===== config.mk =====
export PLATFORM = sky130hd
export DESIGN_NAME = function_unit_seq
export DESIGN_NICKNAME = d
export VERILOG_FILES = /design/src/rtl/function_unit_seq.sv
export SDC_FILE = /design/constraint.sdc
export NUM_CORES = 1
export LEC_CHECK = 0
export ABC_AREA = 1
export ABC_CLOCK_PERIOD_IN_PS = 7200
export BUFFER_PORTS_ARGS = -buffer_cell sky130_fd_sc_hd__buf_2
export CELL_PAD_IN_SITES_DETAIL_PLACEMENT = 0
export CELL_PAD_IN_SITES_GLOBAL_PLACEMENT = 2
export CORE_MARGIN = 2
export CORE_UTILIZATION = 36
export CTS_CLUSTER_SIZE = 20
export DETAILED_ROUTE_END_ITERATION = 10
export PLACE_DENSITY_LB_ADDON = 0.1
export SETUP_SLACK_MARGIN = 0.2
export SKIP_CTS_REPAIR_TIMING = 1
export SYNTH_ARGS = -nofsm -noshare
export SYNTH_HDL_FRONTEND = slang
export SYNTH_SLANG_ARGS = --single-unit

===== constraint.sdc =====
create_clock -name CLK -period 7.2 [get_ports CLK]
set_input_delay 0.72 -clock CLK [delete_from_list [all_inputs] [get_ports CLK]]
set_output_delay 0.72 -clock CLK [all_outputs]
set_load 0.005 [all_outputs]

===== src/rtl/function_unit_seq.sv =====
// Sequential 8-bit function unit: single-cycle logic/arith ops, iterative shifts
// and shift-add multiply, with a one-cycle register-file write strobe.
module function_unit_seq (
  input  logic       CLK,
  input  logic       RST,
  input  logic       START,
  input  logic [2:0] OP,
  input  logic [7:0] DATA_A,
  input  logic [7:0] DATA_B,
  input  logic [2:0] DR_IN,
  output logic       BUSY,
  output logic [7:0] D_OUT,
  output logic [2:0] DR,
  output logic       LD,
  output logic       C,
  output logic       Z,
  output logic       N
);
  localparam logic [2:0] OP_ADD = 3'b000, OP_SUB = 3'b001, OP_AND = 3'b010,
                         OP_OR  = 3'b011, OP_XOR = 3'b100, OP_SHL = 3'b101,
                         OP_SHR = 3'b110, OP_MUL = 3'b111;

  typedef enum logic [1:0] {IDLE, EXEC, WB} state_t;
  typedef struct packed {
    logic [7:0] d;
    logic       c;
  } res_t;

  state_t      state;
  logic [2:0]  op_r, dr_r;
  logic [15:0] a_r, a_n, p_r, p_n;
  logic [7:0]  b_r, b_n;
  logic        c_r, c_n;
  logic [3:0]  cnt, k_in;
  res_t        q, it;

  // Iteration count chosen from the live inputs at acceptance.
  always_comb begin
    k_in = 4'd0;
    if (OP == OP_MUL)                         k_in = 4'd8;
    else if (OP == OP_SHL || OP == OP_SHR)    k_in = {1'b0, DATA_B[2:0]};
  end

  // Zero-iteration result, registered straight from the operand buses.
  always_comb begin
    q = '{d: DATA_A, c: 1'b0};
    case (OP)
      OP_ADD: {q.c, q.d} = {1'b0, DATA_A} + {1'b0, DATA_B};
      OP_SUB: {q.c, q.d} = {1'b0, DATA_A} - {1'b0, DATA_B};
      OP_AND: q.d = DATA_A & DATA_B;
      OP_OR:  q.d = DATA_A | DATA_B;
      OP_XOR: q.d = DATA_A ^ DATA_B;
      default: ;
    endcase
  end

  // One EXEC step; 'it' is the result if this step is the last.
  always_comb begin
    a_n = a_r;
    b_n = b_r;
    p_n = p_r;
    c_n = c_r;
    case (op_r)
      OP_SHL: begin a_n = {8'h00, a_r[6:0], 1'b0}; c_n = a_r[7]; end
      OP_SHR: begin a_n = {8'h00, 1'b0, a_r[7:1]}; c_n = a_r[0]; end
      OP_MUL: begin
        p_n = p_r + (b_r[0] ? a_r : 16'h0000);
        a_n = {a_r[14:0], 1'b0};
        b_n = {1'b0, b_r[7:1]};
      end
      default: ;
    endcase
    if (op_r == OP_MUL) it = '{d: p_n[7:0], c: |p_n[15:8]};
    else                it = '{d: a_n[7:0], c: c_n};
  end

  always_ff @(posedge CLK) begin
    if (RST) begin
      state <= IDLE;
      BUSY  <= 1'b0;
      LD    <= 1'b0;
      D_OUT <= 8'h00;
      DR    <= 3'd0;
      C     <= 1'b0;
      Z     <= 1'b0;
      N     <= 1'b0;
      op_r  <= 3'd0;
      dr_r  <= 3'd0;
      a_r   <= 16'h0000;
      b_r   <= 8'h00;
      p_r   <= 16'h0000;
      c_r   <= 1'b0;
      cnt   <= 4'd0;
    end else begin
      LD <= 1'b0;
      case (state)
        IDLE: if (START) begin
          op_r <= OP;
          dr_r <= DR_IN;
          a_r  <= {8'h00, DATA_A};
          b_r  <= DATA_B;
          p_r  <= 16'h0000;
          c_r  <= 1'b0;
          cnt  <= k_in;
          BUSY <= 1'b1;
          if (k_in == 4'd0) begin
            state <= WB;
            LD    <= 1'b1;
            D_OUT <= q.d;
            DR    <= DR_IN;
            C     <= q.c;
            Z     <= (q.d == 8'h00);
            N     <= q.d[7];
          end else begin
            state <= EXEC;
          end
        end
        EXEC: begin
          a_r <= a_n;
          b_r <= b_n;
          p_r <= p_n;
          c_r <= c_n;
          cnt <= cnt - 4'd1;
          if (cnt == 4'd1) begin
            state <= WB;
            LD    <= 1'b1;
            D_OUT <= it.d;
            DR    <= dr_r;
            C     <= it.c;
            Z     <= (it.d == 8'h00);
            N     <= it.d[7];
          end
        end
        WB: begin
          state <= IDLE;
          BUSY  <= 1'b0;
        end
        default: state <= IDLE;
      endcase
    end
  end
endmodule


==> out/metrics.yaml, run 1 <==
io_buffers: 40
cts_made_buffers: 9
reg2reg_to: "D_OUT[4]"
rsz0062_at_grt: "no"
ys_types: 45
tns_ns: 0
clkSlewWorstSetupHoldPaths_ns: 0.06
place.gp.congestion: 0.850
pin_count: 41
r2r-start: "state[0]"
crit_family: "buffers and inverters"
worstPathRequired_ns: 7.43
synth-async-reset-ratio: 0
relSlewSlack: 0.487
cts_tree: "yes"
ys_ff_latch: 68
h-tree-depth: 3
fin_cells: 1073
drive_above_1_share: 0.110
worstSetupPathType: "reg -> reg"
hold_violations: 0
min_to: "a_r[15]"
regToRegSetupSlack_ns: 3.98
layout_min_cycle_time_ns: 3.22
drt-vias-per-instance: 5.15
syn_nets: 930
avgSynthCellArea_sq_um: 6.25
yosys_warnings: 0
worstRegToRegCells: 11
cts-root-buf: "clkbuf_16"
antenna_found_initial: 0
grt_overflow: 0
initial_core_util: 0.369
ant_nets: 0
power_density_nw_per_um2: 198
num_rows: 44
diodes: 0
drv_cap: 0
dr.pass1.iters: 5
ys_seq_area_frac: 0.253
die_x_microns: 126
ys.flop_type: "dfxtp_1"
hold_path_class: "reg -> reg"
cts.sink_count: 68
final_nets: 953
crit_path_end_kind: "flip-flop"
dr.first_iter.drc_count: 281
die_height_microns: 126
dp_hpwl_mm: 13.2
cpMostUsedCell: "inv_2"
vias: 5526
syn_inst: 861
drc: 0
startpoint_type: "flip-flop"
max_freq_ghz: 0.310
place_area_sq_um: 5690
finClkSkew_ns: 0.00989
clk-insertion-delay-late_ns: 0.34
syn_to_final_growth_pct: 11.1
grt_max_degree: 48
final_core_util: 0.410
drv_slew: 0
path_max_fanout: 47
hold-path-cell-count: 2
critical_path_arrival_ns: 3.46
grt_use_total: 0.219
dieArea_sq_um: 15900
layout_commonest_cell: "nand2_1"
critPathLaunch: "state[0]"
layout_common_cells: "232 x nand2_1, 119 x inv_1, 70 x nor2_1, 70 x a21oi_1, 68 x dfxtp_1"
avgRoutedWirePerCell_microns: 15.9
hp-start: "a_r[15]"
fin_area_sq_um: 5980
ir_worst_vdd_mv: 0.111
synth_edf_count: 0
worstMarginPinSlew_ns: 0.769
cp_num_buf_inv: 5
slowest_stage: "nor3_4"
status: "completed"
fin_crit_sh: 0.448
core-area_sq_um: 14600
routed_wl_mm: 17.0
grt_pass1_vias: 5430
critical-path-max-stage-delay_ns: 0.67
finalSetupViolations: 0
worstPathCellList: "inv_2, nor2_4, buf_4, inv_2, nand2_4, inv_2, nor3_4, inv_2, a21oi_1, o21a_1, nor2_1"
p_leak_nw: 2.99
numPlacedInstances: 1057
clock_path_buffers: 2
grt_pass1_wl_mm: 28.0
syn_area_sq_um: 5380
## worst max-delay path by stage
stage | end | slack [ns] | cells past startpoint
2_1_floorplan | D_OUT[6] | 4.89 | 12
3_3_place_gp | D_OUT[4] | 4.13 | 11
3_5_place_dp | D_OUT[4] | 3.97 | 11
4_1_cts | D_OUT[4] | 3.98 | 11
5_1_grt | D_OUT[4] | 3.69 | 11
6_report | D_OUT[4] | 3.98 | 11
## sequential cells by signal (all words and copies together) (netlist names)
name	cells
cnt	4
dr_r	3
c_r	1
C	1
LD	1
p_r	16
state	2
DR	3
op_r	3
b_r	8
a_r	16
BUSY	1
Z	1
D_OUT	8
## layout make-up
class                   count  area (sq um)
clock inverters             7          67.6
multi-input cells         631          3390
well taps                 184           230
clock buffers               9           225
inverters                 132           495
fillers                  1554          8610
repair buffers             42           215
flip-flops and latches     68          1360
## per-stage QoR
step,power (W),hold slack [ns],setup slack [ns]
after CTS,0.00119,0.468,3.98
after global placement,0.000746,0.453,4.13
after global routing,0.00125,0.486,3.69
final,0.00119,0.466,3.98
after detailed placement,0.000750,0.461,3.97
after floorplan,0.000654,0.441,4.89
## cell usage after synthesis, types with 2 or more instances
master	n	share of area
o22ai_1	16	0.019
o21ai_1	10	0.0093
nor2_2	2	0.0023
nand3_1	59	0.055
dfxtp_1	68	0.25
nor2_8	2	0.0074
fa_1	3	0.011
o21bai_1	2	0.0028
buf_4	4	0.0056
nand3_2	2	0.0037
and2_1	2	0.0023
o221ai_1	6	0.0098
xor2_1	4	0.0065
clkbuf_1	15	0.010
ha_1	41	0.095
nor2_1	70	0.049
nor3_1	8	0.0074
or2_2	10	0.012
o21ai_0	43	0.040
nor2_4	2	0.0042
nand2_1	232	0.16
o211ai_1	5	0.0070
inv_2	12	0.0084
a21oi_1	70	0.065
buf_1	3	0.0021
inv_1	119	0.083
buf_2	7	0.0065
nor3_2	2	0.0037
a31oi_1	11	0.013
nand2_2	3	0.0035
nand4_1	11	0.013
a211oi_1	4	0.0056
## per-layer routing
layer  routed length [microns]  track usage  vias to the layer above
met5                         0            0                        -
met4                       265       0.0588                        0
met3                       558       0.0354                       21
met2                      8380        0.391                      108
met1                      7820        0.274                     2552
li1                          -            -                     2845
## power by group
group | internal, W | leakage, nW | switching (W)
clock | 0.000266 | 0.137 | 0.000177
combinational | 0.0000968 | 2.30 | 0.000203
sequential | 0.000413 | 0.556 | 0.0000304
total | 0.000776 | 2.99 | 0.000410
## cell families (layout without fill, tap and decap cells)
group / count (synthesis) / after routing / synth area share
buffers and inverters: 162 / 190 / 0.119
AND/OR/NAND/NOR: 409 / 409 / 0.332
adder cells (fa/ha/maj): 44 / 44 / 0.106
XOR/XNOR: 4 / 4 / 0.00651
AO/OA/AOI/OAI: 174 / 174 / 0.184
flip-flops: 68 / 68 / 0.253
## worst register-to-register path, stage by stage (launching register included)
cell and delay (ns):
dfxtp_1 0.37, inv_2 0.08, nor2_4 0.07, buf_4 0.46
inv_2 0.43, nand2_4 0.28, inv_2 0.21, nor3_4 0.67
inv_2 0.20, a21oi_1 0.19, o21a_1 0.13, nor2_1 0.04
Power figures use the tool's default switching activity.
==> inputs of run 2 (changes only) <==
--- a/config.mk
+++ b/config.mk
@@ -6,12 +6,12 @@
 export NUM_CORES = 1
 export LEC_CHECK = 0
 export ABC_AREA = 1
-export ABC_CLOCK_PERIOD_IN_PS = 7200
+export ABC_CLOCK_PERIOD_IN_PS = 2840
 export BUFFER_PORTS_ARGS = -buffer_cell sky130_fd_sc_hd__buf_2
 export CELL_PAD_IN_SITES_DETAIL_PLACEMENT = 0
 export CELL_PAD_IN_SITES_GLOBAL_PLACEMENT = 2
 export CORE_MARGIN = 2
-export CORE_UTILIZATION = 36
+export CORE_UTILIZATION = 30
 export CTS_CLUSTER_SIZE = 20
 export DETAILED_ROUTE_END_ITERATION = 10
 export PLACE_DENSITY_LB_ADDON = 0.1
==> constraint.sdc (replaced) <==
create_clock -name CLK -period 2.84 [get_ports CLK]
set_input_delay 0.284 -clock CLK [delete_from_list [all_inputs] [get_ports CLK]]
set_output_delay 0.284 -clock CLK [all_outputs]
set_load 0.005 [all_outputs]
==> run 2 against run 1 <==
Sequential share of layout area decreased by 0.49 points; final cell count up 4.6%; non-clock buffer count rose by 8; sequential power increased to 2.5 times the previous value; register-to-register slack lost 3.5 ns; via count is 0.62% lower; count of clock-buffer cells in the layout up 1; global-route usage shrank 1.9 points; worst hold slack got worse by 0.25 ns; first-iteration DRC count decreased by 0.71%; wire length is 5.7% higher; maximum frequency grew 36%; critical endpoint is now Z; highest routed layer unchanged.
==> out/metrics.yaml, run 2 (synthesis gave the netlist of run 1 again) <==
status: "completed"
worstMarginPinSlew_ns: 0.906
worstSetupPathType: "reg -> reg"
crit_path_end_kind: "flip-flop"
clock_path_buffers: 2
dr.pass1.iters: 4
fillCellCount: 1986
grt_pass1_wl_mm: 28.8
rsz0062_at_grt: "no"
drive_above_1_share: 0.123
clkSlewWorstSetupHoldPaths_ns: 0.06
clk-insertion-delay-late_ns: 0.34
seq_area_sq_um: 1360
syn_to_final_growth_pct: 13.7
hold_path_class: "in -> reg"
dieArea_sq_um: 19000
critical-path-max-stage-delay_ns: 0.37
startpoint_type: "flip-flop"
grt_overflow: 0
path_max_fanout: 10
drc: 0
finClkSkew_ns: 0.00379
tns_ns: 0
place_ws_ns: 0.364
layout_min_cycle_time_ns: 2.37
ant_nets: 0
final_nets: 961
ir_worst_vdd_mv: 0.278
pin_count: 41
multiInputGateArea_sq_um: 3400
worstPathCellList: "nand2_1, inv_1, ha_1, fa_2, nand2_1, inv_1, o21ai_0, o21ai_0, inv_1, nor3_2, nand4_1, nand2_1, nor2_1, nor2_1"
cts_made_buffers: 9
p_leak_nw: 3.05
layout_common_cells: "231 x nand2_1, 119 x inv_1, 70 x nor2_1, 70 x a21oi_1, 67 x dfxtp_1"
power_density_nw_per_um2: 505
routed_wl_mm: 18.0
diodes: 0
h-tree-depth: 3
max_freq_ghz: 0.422
die_x_microns: 138
drv_slew: 0
hold_violations: 0
critical_path_arrival_ns: 2.60
initial_core_util: 0.309
drt-vias-per-instance: 4.89
vias: 5492
slowest_stage: "dfxtp_2"
grt_pass1_vias: 5283
drv_cap: 0
cts.sink_count: 68
layout_commonest_cell: "nand2_1"
io_buffers: 40
die_height_microns: 138
finalSetupViolations: 0
core-area_sq_um: 17400
crit_family: "compound AO/OA/AOI/OAI gates"
fin_crit_sh: 0.835
cp_num_buf_inv: 3
cts_tree: "yes"
place.gp.congestion: 0.876
grt_max_degree: 47
dp_hpwl_mm: 13.9
grt_use_total: 0.200
worstPathRequired_ns: 3.07
avgRoutedWirePerCell_microns: 16.0
antenna_found_initial: 0
worst_slack_ns: 0.469
dr.first_iter.drc_count: 279
largest_registers: "a_r (16), p_r (16)"
num_rows: 48
relSlewSlack: 0.395
cts-root-buf: "clkbuf_16"
[run 2: changes by cell type in the layout (fill, tap and decap cells not counted), moves of 2 or more]
| cell | change |
|---|---|
| inv_6 | +2 |
| buf_4 | +8 |
| clkinvlp_4 | -2 |
| clkinv_2 | -2 |
[run 2: worst min-delay path, cell delays in order]
cell,delay [ns]
buf_2,0.08
o21ai_0,0.08
nor2_1,0.08
[run 2: path summary, 6_finish.rpt]
path	cells past startpoint	start	to	slack, ns
worst max-delay path	14	b_r[0]	Z	0.47
worst min-delay path	3	DR_IN[0]	dr_r[0]	0.22
worst max register to register	14	b_r[0]	Z	0.47
worst min register to register	2	c_r	c_r	0.47
[run 2: final cells by class]
cell class                      instances  area share
Timing Repair Buffer                   50      0.0450
Clock buffer                           10      0.0390
Clock inverter                          6      0.0112
Sequential cell                        68       0.223
Inverter                              132      0.0809
Tap cell                              225      0.0460
Multi-Input combinational cell        631       0.555
[run 2: per-stage QoR]
stage | hold slack (ns) | power [W] | instances | cell area (sq um) | utilization
final | 0.220 | 0.00309 | 1122 | 6120 | 0.351
after global routing | 0.217 | 0.00328 | 1122 | 6120 | 0.351
after CTS | 0.213 | 0.00313 | 1122 | 6110 | 0.351
after detailed placement | 0.465 | 0.00194 | 1106 | 5800 | 0.333
after global placement | 0.455 | 0.00194 | 1106 | 5800 | 0.333
after floorplan | 0.433 | 0.00166 | 861 | 5380 | -
[run 2: power by group]
| group | total (W) | switching, W | leakage, nW | internal, W |
|---|---|---|---|---|
| clock network | 0.00118 | 0.000465 | 0.149 | 0.000710 |
| registers | 0.00111 | 0.0000681 | 0.557 | 0.00105 |
| logic | 0.000802 | 0.000536 | 2.34 | 0.000265 |
| total | 0.00309 | 0.00107 | 3.05 | 0.00202 |
[run 2: layer usage]
metal | GRT usage | up-vias | part of all wire
met3 | 0.0325 | 17 | 0.035
met1 | 0.277 | 2510 | 0.50
met4 | 0.0493 | 0 | 0.013
met5 | 0 | - | 0
met2 | 0.325 | 95 | 0.45
li1 | - | 2870 | -
==> inputs of run 3 (changes only) <==
--- a/config.mk
+++ b/config.mk
@@ -6,7 +6,7 @@
 export NUM_CORES = 1
 export LEC_CHECK = 0
 export ABC_AREA = 1
-export ABC_CLOCK_PERIOD_IN_PS = 2840
+export ABC_CLOCK_PERIOD_IN_PS = 1950
 export BUFFER_PORTS_ARGS = -buffer_cell sky130_fd_sc_hd__buf_2
 export CELL_PAD_IN_SITES_DETAIL_PLACEMENT = 0
 export CELL_PAD_IN_SITES_GLOBAL_PLACEMENT = 2
==> constraint.sdc (replaced) <==
create_clock -name CLK -period 1.95 [get_ports CLK]
set_input_delay 0.195 -clock CLK [delete_from_list [all_inputs] [get_ports CLK]]
set_output_delay 0.195 -clock CLK [all_outputs]
set_load 0.005 [all_outputs]
==> run 3 against run 2 <==
The flow now finishes with violations (setup timing); clock power increased by 66%; sequential cell count stayed put; power rose by 68%; highest routed layer unchanged.
==> out/metrics.yaml, run 3 (synthesis gave the netlist of run 1 again) <==
initial_core_util: 0.309
io_buffers: 40
rsz0062_at_grt: "yes"
fillCellCount: 1835
place.gp.congestion: 0.874
dp_hpwl_mm: 15.0
crit_path_end_kind: "flip-flop"
max_freq_ghz: 0.434
antenna_found_initial: 0
ant_nets: 0
pin_count: 41
die_x_microns: 138
hold_violations: 0
cts_made_buffers: 9
worst_slack_ns: -0.353
status: "finished, violations left"
tns_ns: -2.19
grt_max_degree: 46
layout_commonest_cell: "nand2_1"
worstPathRequired_ns: 2.18
relSlewSlack: 0.621
slowest_stage: "dfxtp_4"
avgRoutedWirePerCell_microns: 15.7
failed_checks: "setup timing"
path_depth: 14
r2r-start: "b_r[0]"
grt_pass1_wl_mm: 30.5
worstSetupPathType: "reg -> reg"
drv_slew: 0
reg2reg_to: "D_OUT[6]"
routed_wl_mm: 19.7
path_max_fanout: 8
largest_registers: "a_r (16), p_r (16)"
power_density_nw_per_um2: 678
die_height_microns: 138
hold_ws_ns: 0.130
num_rows: 48
place_ws_ns: -0.432
clkSlewWorstSetupHoldPaths_ns: 0.07
critical_path_arrival_ns: 2.53
hold_path_class: "in -> reg"
worstMarginPinSlew_ns: 0.567
diodes: 0
h-tree-depth: 3
vias: 6002
clk-insertion-delay-late_ns: 0.34
grt_use_total: 0.208
drt-vias-per-instance: 4.79
grt_overflow: 0
cts-root-buf: "clkbuf_16"
ir_worst_vdd_mv: 0.403
hold-path-cell-count: 3
regToRegSetupSlack_ns: -0.35
place_area_sq_um: 6810
min_to: "DR[2]"
final_nets: 1092
hp-start: "DR_IN[2]"
cts_tree: "yes"
drive_above_1_share: 0.301
fin_crit_sh: 1.18
startpoint_type: "flip-flop"
grt_pass1_vias: 5818
cp_num_buf_inv: 2
worstRegToRegCells: 14
clock_path_buffers: 2
cts.sink_count: 68
layout_min_cycle_time_ns: 2.30
fin_area_sq_um: 7660
critical-path-max-stage-delay_ns: 0.37
drc: 0
layout_common_cells: "212 x nand2_1, 131 x buf_4, 112 x inv_1, 65 x nor2_1, 64 x dfxtp_1"
worstPathCellList: "buf_12, nand2_4, inv_2, ha_4, fa_2, nand2_2, nand2_2, nand3_2, nand2_4, o21ai_1, a21oi_4, a21oi_2, o21ai_1, o21ba_2"
dr.pass1.iters: 5
dr.first_iter.drc_count: 332
drv_cap: 0
core-area_sq_um: 17400
dieArea_sq_um: 19000
finClkSkew_ns: 0.0116
finalSetupViolations: 16
p_leak_nw: 3.76
crit_family: "compound AO/OA/AOI/OAI gates"
syn_to_final_growth_pct: 42.2
run 3: final cells by class:
cell class	count	area [sq um]	share of cell area
Clock buffer	10	239	0.0312
Clock inverter	6	111	0.0145
Inverter	132	515	0.0673
Multi-Input combinational cell	632	3760	0.491
Sequential cell	68	1380	0.180
Tap cell	225	282	0.0368
Timing Repair Buffer	180	1370	0.179
run 3: through the flow:
step	cells	utilization	total power (W)
after floorplan	861	-	0.00244
after CTS	1236	0.411	0.00507
after detailed placement	1220	0.391	0.00309
final	1253	0.440	0.00519
after global routing	1253	0.440	0.00546
after global placement	1220	0.391	0.00308
run 3: metal layers:
metal,wire length (microns),share of wire,GRT usage,up-vias
li1,-,-,-,3120
met1,9150,0.47,0.274,2760
met2,9580,0.49,0.354,109
met3,689,0.035,0.0314,13
met4,254,0.013,0.0584,0
met5,0,0,0,-
run 3: worst max-delay path by stage:
stage / from / endpoint / slack, ns
6_report: b_r[0] / D_OUT[6] / -0.35
2_1_floorplan: b_r[0] / C / -0.11
5_1_grt: b_r[0] / C / -0.52
3_5_place_dp: b_r[0] / D_OUT[6] / -0.43
4_1_cts: b_r[0] / D_OUT[6] / -0.45
3_3_place_gp: b_r[0] / D_OUT[6] / -0.44
run 3: power by group:
group / internal, W / leakage (nW) / switching [W]
registers: 0.00153 / 0.559 / 0.000102
clock network: 0.00128 / 0.169 / 0.000678
logic: 0.000688 / 3.03 / 0.000908
run 3: tightest hold or removal path, delay by kind of cell:
family / cells / cell delay (ns)
simple gates: 1 / 0.06
compound gates: 1 / 0.07
buf+inv: 1 / 0.10
